<file path="src/rtl/shift_req_queue_if.sv">
// rtl/shift_req_queue_if.sv - request, shifter and result signals of shift_req_queue
// slave is the queue side; master is the producer/consumer/shifter side.
interface shift_req_queue_if #(
  parameter int DEPTH = 4
);
  logic                     in_valid;
  logic                     in_ready;
  logic [7:0]               in_data;
  logic [2:0]               in_shamt;
  logic [7:0]               sh_a;
  logic [2:0]               sh_k;
  logic [7:0]               sh_result;
  logic                     out_valid;
  logic                     out_ready;
  logic [7:0]               out_data;
  logic [2:0]               out_shamt;
  logic [$clog2(DEPTH):0]   level;

  modport slave (
    input  in_valid, in_data, in_shamt, sh_result, out_ready,
    output in_ready, sh_a, sh_k, out_valid, out_data, out_shamt, level
  );

  modport master (
    output in_valid, in_data, in_shamt, sh_result, out_ready,
    input  in_ready, sh_a, sh_k, out_valid, out_data, out_shamt, level
  );
endinterface

</file>
<file path="src/rtl/shift_req_queue.sv">
// rtl/shift_req_queue.sv - FIFO front end and output register around an external right shifter
// Head entry feeds the shifter combinationally; its result is captured on pop.
module shift_req_queue #(
  parameter  int DEPTH = 4,
  localparam int PTR_W = $clog2(DEPTH)
) (
  input  logic              clk,
  input  logic              rst_n,
  shift_req_queue_if.slave  bus
);
  localparam logic [PTR_W:0] LVL_FULL = (PTR_W + 1)'(DEPTH);

  logic [10:0]      mem [DEPTH];
  logic [PTR_W-1:0] wr_ptr;
  logic [PTR_W-1:0] rd_ptr;
  logic [PTR_W:0]   level_q;
  logic             out_valid_q;
  logic [7:0]       out_data_q;
  logic [2:0]       out_shamt_q;

  logic             empty;
  logic             full;
  logic             push;
  logic             pop;
  logic [10:0]      head;

  // Full/empty come from the occupancy count, so pointers may wrap freely.
  always_comb begin
    empty = (level_q == '0);
    full  = (level_q == LVL_FULL);
    head  = mem[rd_ptr];
    push  = bus.in_valid && !full;
    pop   = !empty && (!out_valid_q || bus.out_ready);
  end

  assign bus.in_ready  = !full;
  assign bus.sh_a      = empty ? 8'h00 : head[10:3];
  assign bus.sh_k      = empty ? 3'd0  : head[2:0];
  assign bus.out_valid = out_valid_q;
  assign bus.out_data  = out_data_q;
  assign bus.out_shamt = out_shamt_q;
  assign bus.level     = level_q;

  always_ff @(posedge clk) begin
    if (push) begin
      mem[wr_ptr] <= {bus.in_data, bus.in_shamt};
    end
  end

  always_ff @(posedge clk or negedge rst_n) begin
    if (!rst_n) begin
      wr_ptr      <= '0;
      rd_ptr      <= '0;
      level_q     <= '0;
      out_valid_q <= 1'b0;
      out_data_q  <= 8'h00;
      out_shamt_q <= 3'd0;
    end else begin
      if (push) begin
        wr_ptr <= wr_ptr + 1'b1;
      end
      if (pop) begin
        rd_ptr      <= rd_ptr + 1'b1;
        out_valid_q <= 1'b1;
        out_data_q  <= bus.sh_result;
        out_shamt_q <= head[2:0];
      end else if (out_valid_q && bus.out_ready) begin
        out_valid_q <= 1'b0;
      end
      case ({push, pop})
        2'b10:   level_q <= level_q + 1'b1;
        2'b01:   level_q <= level_q - 1'b1;
        default: level_q <= level_q;
      endcase
    end
  end
endmodule

</file>
<file path="src/flat_wrapper.sv">
// flat-port wrapper written by rule: the top's interface ports become plain ports
module shift_req_queue_flat 
#(
  parameter  int DEPTH = 4,
  localparam int PTR_W = $clog2(DEPTH)
)
  (clk, rst_n, bus_in_valid, bus_in_data, bus_in_shamt, bus_sh_result, bus_out_ready, bus_in_ready, bus_sh_a, bus_sh_k, bus_out_valid, bus_out_data, bus_out_shamt, bus_level);
  shift_req_queue_if #(.DEPTH(DEPTH)) bus_i ();
  input  logic clk;
  input  logic rst_n;
  input wire logic [$bits(bus_i.in_valid)-1:0] bus_in_valid;
  input wire logic [$bits(bus_i.in_data)-1:0] bus_in_data;
  input wire logic [$bits(bus_i.in_shamt)-1:0] bus_in_shamt;
  input wire logic [$bits(bus_i.sh_result)-1:0] bus_sh_result;
  input wire logic [$bits(bus_i.out_ready)-1:0] bus_out_ready;
  output wire logic [$bits(bus_i.in_ready)-1:0] bus_in_ready;
  output wire logic [$bits(bus_i.sh_a)-1:0] bus_sh_a;
  output wire logic [$bits(bus_i.sh_k)-1:0] bus_sh_k;
  output wire logic [$bits(bus_i.out_valid)-1:0] bus_out_valid;
  output wire logic [$bits(bus_i.out_data)-1:0] bus_out_data;
  output wire logic [$bits(bus_i.out_shamt)-1:0] bus_out_shamt;
  output wire logic [$bits(bus_i.level)-1:0] bus_level;
  assign bus_i.in_valid = bus_in_valid;
  assign bus_i.in_data = bus_in_data;
  assign bus_i.in_shamt = bus_in_shamt;
  assign bus_i.sh_result = bus_sh_result;
  assign bus_i.out_ready = bus_out_ready;
  assign bus_in_ready = bus_i.in_ready;
  assign bus_sh_a = bus_i.sh_a;
  assign bus_sh_k = bus_i.sh_k;
  assign bus_out_valid = bus_i.out_valid;
  assign bus_out_data = bus_i.out_data;
  assign bus_out_shamt = bus_i.out_shamt;
  assign bus_level = bus_i.level;
  shift_req_queue #(.DEPTH(DEPTH)) u_core (.clk(clk), .rst_n(rst_n), .bus(bus_i));
endmodule
</file>
<file path="config.mk">
export PLATFORM = sky130hd
export DESIGN_NAME = shift_req_queue_flat
export DESIGN_NICKNAME = d
export VERILOG_FILES = /design/src/rtl/shift_req_queue_if.sv /design/src/rtl/shift_req_queue.sv /design/src/flat_wrapper.sv
export SDC_FILE = /design/constraint.sdc
export NUM_CORES = 1
export LEC_CHECK = 0
export CELL_PAD_IN_SITES_DETAIL_PLACEMENT = 1
export CELL_PAD_IN_SITES_GLOBAL_PLACEMENT = 1
export CORE_ASPECT_RATIO = 0.7
export CORE_MARGIN = 5
export CORE_UTILIZATION = 40
export CTS_CLUSTER_DIAMETER = 100
export CTS_CLUSTER_SIZE = 10
export DETAILED_ROUTE_END_ITERATION = 16
export PLACE_DENSITY = 0.72
export SLEW_MARGIN = 20
export SYNTH_ARGS = -nofsm -noshare
export SYNTH_HDL_FRONTEND = slang
export SYNTH_SLANG_ARGS = --single-unit
</file>
<file path="constraint.sdc">
create_clock -name clk -period 2.4 [get_ports clk]
set_clock_uncertainty 0.05 [all_clocks]
set_input_delay 0.48 -clock clk [delete_from_list [all_inputs] [get_ports clk]]
set_output_delay 0.48 -clock clk [all_outputs]
set_load 0.005 [all_outputs]
</file>
==> results of run 1 <==
==> critical path, stage by stage, from the launching register on <==
cell,delay (ps)
dfrtp_2,410
buf_6,140
mux4_2,500
nor2b_1,140
dlygate4sd2_1,260
==> cells in the mapped netlist (2+ instances only) <==
library cell  number
xor2_1             4
xnor2_1            2
dfrtp_1           19
nor2b_1           11
inv_1              6
mux2_2            11
and3_2             4
edfxtp_1          44
mux4_2            11
ha_1               5
==> final timing paths <==
kind / cells after the start / startpoint / end / slack, ps
max: 4 / u_core.rd_ptr[0] / bus_sh_k[0] / 90
min: 2 / rst_n / u_core.bus.out_data[5] / 430
max reg2reg: 9 / u_core.bus.level[1] / u_core.bus.level[2] / 110
min reg2reg: 1 / u_core.bus.out_data[2] / u_core.bus.out_data[2] / 460
max in group asynchronous: 2 / rst_n / u_core.rd_ptr[1] / 1640
min in group clk: 1 / u_core.bus.out_data[2] / u_core.bus.out_data[2] / 460
==> registers in the layout, summed over array words and instances, names as in the netlist <==
register / cells
u_core.mem: 44
u_core.bus.out_shamt: 3
u_core.wr_ptr: 2
u_core.bus.out_data: 8
u_core.bus.out_valid: 1
u_core.rd_ptr: 2
u_core.bus.level: 3
==> where the power goes <==
| group | switching [W] | internal (W) | leakage (nW) |
|---|---|---|---|
| Sequential | 0.000193 | 0.00149 | 0.619 |
| Clock | 0.000419 | 0.000586 | 0.103 |
| Combinational | 0.000676 | 0.00108 | 0.610 |
| Total | 0.00129 | 0.00316 | 1.33 |
==> metrics by stage <==
stage,setup TNS (ps),utilization,setup WS (ps)
2_1_floorplan,0,-,240
3_3_place_gp,0,0.510,69.9
3_5_place_dp,-4.14,0.510,-4.14
4_1_cts,-84.5,0.551,-43.8
5_1_grt,0,0.562,7.67
6_report,0,0.562,88.9
==> kinds of logic after synthesis <==
kind of cell  share of synthesized area
buf+inv                          0.0197
mux                               0.156
xor+xnor                         0.0207
fa+ha+maj                        0.0325
flops                             0.708
simple gates                     0.0631
==> what timing repair did <==
item | in CTS | in global routing
gates resized for setup | 22 | 8
buffers inserted | 4 | 9
pin swaps | 0 | 3
setup endpoints to repair | 11 | 12
==> per-layer routing <==
layer	wire, microns	share of wire	vias to the layer above	global-route usage
met1	2120	0.38	724	0.155
li1	-	-	644	-
met2	3080	0.56	36	0.252
met3	250	0.045	13	0.0428
met5	0	0	-	0
met4	87	0.016	0	0.0651
==> cell type report <==
cell class	count	area, sq um	area share
clock inverter	7	96.3	0.0277
multi-input combinational	59	699	0.201
inverter	6	22.5	0.00647
clock buffer	9	124	0.0356
timing repair buffer	69	638	0.183
tap	78	97.6	0.0281
sequential	63	1800	0.518
==> metrics, run 1 <==
number of nets in the finished design=~240; Least-Margin Pin Slew=between 300 and 400 ps; Worst-path clk slew=70 ps; critical path peak fanout=4; Final Cycle Share=0.963; final count of negative-setup-slack endpoints=0; Rows=24; wire length of the first global-routing pass=8.56 mm; number of synthesized flops with an enable pin=44; Remaining Overflow, GRT=0; post-detailed-route via-to-cell ratio=roughly 5; Post-Syn Area per Cell=19.2 sq um; filler cell count in the final layout=589; final critical delay including setup and external delays=~2300 ps; area overhead of the layout relative to synthesis=37.0%; clock latency of the later-clocked register in the worst-skew pair=between 300 and 400 ps; total CTS buffers=9; hold slack=431 ps; arrival time at the worst endpoint=around 1800 ps; Routed WL per cell=around 19 microns; cell area after layout=0.00348 sq mm; DRC violations left=0; Total Power=roughly 0.0044 W; classification of the worst setup path=reg -> out; area leader, netlist=edfxtp_1; share of the synthesized area in the top cell type=0.520; Die Y=around 77 microns; weighted congestion reported at the end of routability-driven placement=0.769; final count of hold timing violations=0; fraction of final layout cells sized beyond drive strength 1=0.352; number of storage elements in the synthesis netlist=63; total number of vias=1417; n_diodes=0; clock tree from TritonCTS=yes; most frequent cells in the layout=44 x edfxtp_1, 38 x clkdlybuf4s50_1, 16 x dfrtp_1; number of antenna violations at the first check in global routing=0; kind of start point of the critical path=register; async set-or-reset flop fraction in the synthesized netlist=0.302; Die X=about 110 microns; Syn Std Cell Area=about 0.0025 sq mm; maximum clock path buffer count=2; Tot GR Track Use=0.142; Max Fclk=about 430 MHz; unrepaired setup endpoints after global routing=no; input/output buffers=between 40 and 50; crit end category=output pin; vias in the first global route=1553; Main synth FF type=edfxtp_1; Max transition margin=0.766; static leakage=roughly 1.3 nW; total wire length=between 5 and 6 mm; cell count after placement=between 200 and 300; largest net degree at the start of global routing=20; classification of the worst-slack hold path=in -> async; full die area=~0.0081 sq mm; instance count of the mapped netlist=132; leading cell type in the layout, fill and taps excluded=edfxtp_1; most area-consuming cells after synthesis=edfxtp_1 52%, dfrtp_1 19%, mux4_2 9.8%; Crit path required time=1870 ps; number of library cell types mapped by synthesis=25; cell at the root of the clock tree=clkbuf_8; placeable core region=between 0.006 and 0.007 sq mm; net count of the mapped netlist=161; number of buffers inserted by hold repair at cts=0; total clock sinks=63; remaining antenna violation count after routing=0; DR iter-0 viols=74; max capacitance violation total=0; Yosys warning total=0; H-tree lvl count=3; number of top-level design ports=50; detailed-placement wirelength estimate=~3.7 mm; first-pass iteration count of the detailed router=4; power density over the cells=about 1300 mW/mm^2; run status=completed; placed inst area=between 0.003 and 0.004 sq mm; Max IR drop VDD=0.532 mV; Seq/Total Area, Yosys=0.708; Max Slew Vio Count=0; effective utilization at floorplan=0.410; Final Non-Filler Cells=about 290
Note: power is estimated with default switching activity, not from simulation.
==> run 2, diff against run 1 <==
CTS_BUF_LIST = sky130_fd_sc_hd__clkbuf_2 sky130_fd_sc_hd__clkbuf_4 sky130_fd_sc_hd__clkbuf_8   (was default)
SKIP_CTS_REPAIR_TIMING = 1   (was default)
clock period = 2.7 ns   (was 2.4 ns; I/O delays follow)
==> metrics, run 2 (synthesized netlist as in run 1, its figures left out) <==
run status=completed; full die area=0.00807 sq mm (unchanged); Crit path required time=2110 ps (+240 ps); global routing met1 resource utilization=0.149 (-0.00606); DR iter-0 viols=95 (+28%); sequential cell area in the final layout=0.00180 sq mm (about the same); Top Usage Layer GRT=met2; input/output buffers=49 (unchanged); Max IR drop VDD=0.494 mV (-7.0%); cell at the root of the clock tree=clkbuf_8; Tot GR Track Use=0.136 (-0.00613); Setup Total Neg Slack=0 ps (unchanged); total number of vias=1365 (-3.7%); Routed WL per cell=18.3 microns (-3.5%); max capacitance violation total=0 (unchanged); number of flip-flops under the largest register name=44 (unchanged); first-pass iteration count of the detailed router=4 (unchanged); post-detailed-route via-to-cell ratio=4.93 (+1.2%); most frequent cells in the layout=49 x clkdlybuf4s50_1, 44 x edfxtp_1, 17 x dfrtp_1; detailed-placement wirelength estimate=3.69 mm (-0.56%); Die X=105 microns (unchanged); leading cell type in the layout, fill and taps excluded=clkdlybuf4s50_1; Least-Margin Pin Slew=850 ps (+499 ps); setup slack after layout=91.9 ps (+3.01 ps); area overhead of the layout relative to synthesis=31.1%; post-layout utilization of the core=0.538 (-0.0243); fraction of final layout cells sized beyond drive strength 1=0.276 (-0.0757); unrepaired setup endpoints after global routing=no; clock tree from TritonCTS=yes; Rows=24 (unchanged); combined area of the multi-input logic cells=692 sq um (-1.1%); largest net degree at the start of global routing=20 (unchanged); number of top-level design ports=50 (unchanged); met2 capacity usage during global routing=0.243 (-0.00811); number of nets in the finished design=223 (-5.9%); Die Y=76.7 microns (unchanged); largest register by flop count=u_core.mem; final critical delay including setup and external delays=around 2600 ps; Max transition margin=0.432 (-0.334); reg2reg setup slack=300 ps (+190 ps); placeable core region=0.00619 sq mm (unchanged); Max Fclk=around 380 MHz; static leakage=1.24 nW (-6.9%); n_diodes=0 (unchanged); met3 usage=0.0344 (-0.00839); wire length of the first global-routing pass=8.23 mm (-3.8%); Remaining Overflow, GRT=0 (unchanged); DRC violations left=0 (unchanged); final count of hold timing violations=0 (unchanged); remaining antenna violation count after routing=0 (unchanged); H-tree lvl count=3 (unchanged); classification of the worst-slack hold path=reg -> reg; worst slack, placed=87.6 ps (+91.8 ps); power density over the cells=1100 mW/mm^2 (-14%); Max Slew Vio Count=0 (unchanged); total wire length=5.08 mm (-8.1%); weighted congestion reported at the end of routability-driven placement=0.740 (-3.8%); crit end category=output pin; total CTS buffers=9 (unchanged); maximum clock path buffer count=2 (unchanged); total clock sinks=63 (unchanged); clock latency of the later-clocked register in the worst-skew pair=330 ps (about the same); vias in the first global route=1598 (+2.9%); filler cell count in the final layout=583 (-1.0%); classification of the worst setup path=reg -> out; kind of start point of the critical path=register; Worst-path clk slew=70 ps (about the same); effective utilization at floorplan=0.410 (unchanged); arrival time at the worst endpoint=2020 ps (+240 ps); final count of negative-setup-slack endpoints=0 (unchanged); Final Cycle Share=0.966; number of antenna violations at the first check in global routing=0 (unchanged); critical path peak fanout=6 (+2)
-- run 2: changes by cell type in the layout (fill, tap and decap cells not counted), moves of 2 or more --
cell             before  now
buf_6                 6    2
clkdlybuf4s50_1      38   49
buf_4                14    4
clkinvlp_4            2    0
clkbuf_2              2    0
clkbuf_4              0    6
bufinv_16             2    0
dlygate4sd2_1         8    0
-- run 2: cell type report --
| cell class | instances | share of cell area |
|---|---|---|
| sequential | 63 | 0.541 |
| multi-input combinational | 59 | 0.208 |
| timing repair buffer | 55 | 0.163 |
| clock buffer | 15 | 0.0508 |
| tap | 78 | 0.0293 |
| inverter | 6 | 0.00677 |
| clock inverter | 1 | 0.00150 |
-- run 2: routing by layer --
metal	part of all wire	routed length (microns)
met1	0.39	1980
met4	0.019	98
met5	0	0
met2	0.56	2830
met3	0.033	169
-- run 2: path summary, 6_finish.rpt --
path,cells after the start,from,endpoint
hold reg to reg,1,u_core.bus.out_data[3],u_core.bus.out_data[3]
hold / removal,1,u_core.bus.out_data[3],u_core.bus.out_data[3]
max in group asynchronous,1,rst_n,u_core.rd_ptr[0]
min in group asynchronous,1,rst_n,u_core.bus.out_shamt[1]
setup / recovery,4,u_core.rd_ptr[0],bus_sh_a[5]
setup reg to reg,9,u_core.bus.level[0],u_core.bus.level[2]
-- run 2: critical path: stages (launching register included) --
cell	delay (ps)
dfrtp_2	420
buf_6	160
mux4_2	500
nor2b_1	150
clkdlybuf4s50_1	460
-- run 2: report_power, final --
group,internal [W],switching [W]
sequential,0.00132,0.000171
combinational,0.000912,0.000552
clock,0.000394,0.000315
-- run 2: metrics by stage --
step | cells | total power [W] | instance area (sq um) | hold slack [ps]
CTS | 275 | 0.00369 | 3300 | 465
floorplan | 132 | 0.00222 | 2540 | 194
global route | 277 | 0.00389 | 3330 | 482
finish | 277 | 0.00367 | 3330 | 463
global placement | 259 | 0.00287 | 3130 | 441
detailed placement | 259 | 0.00297 | 3130 | 450
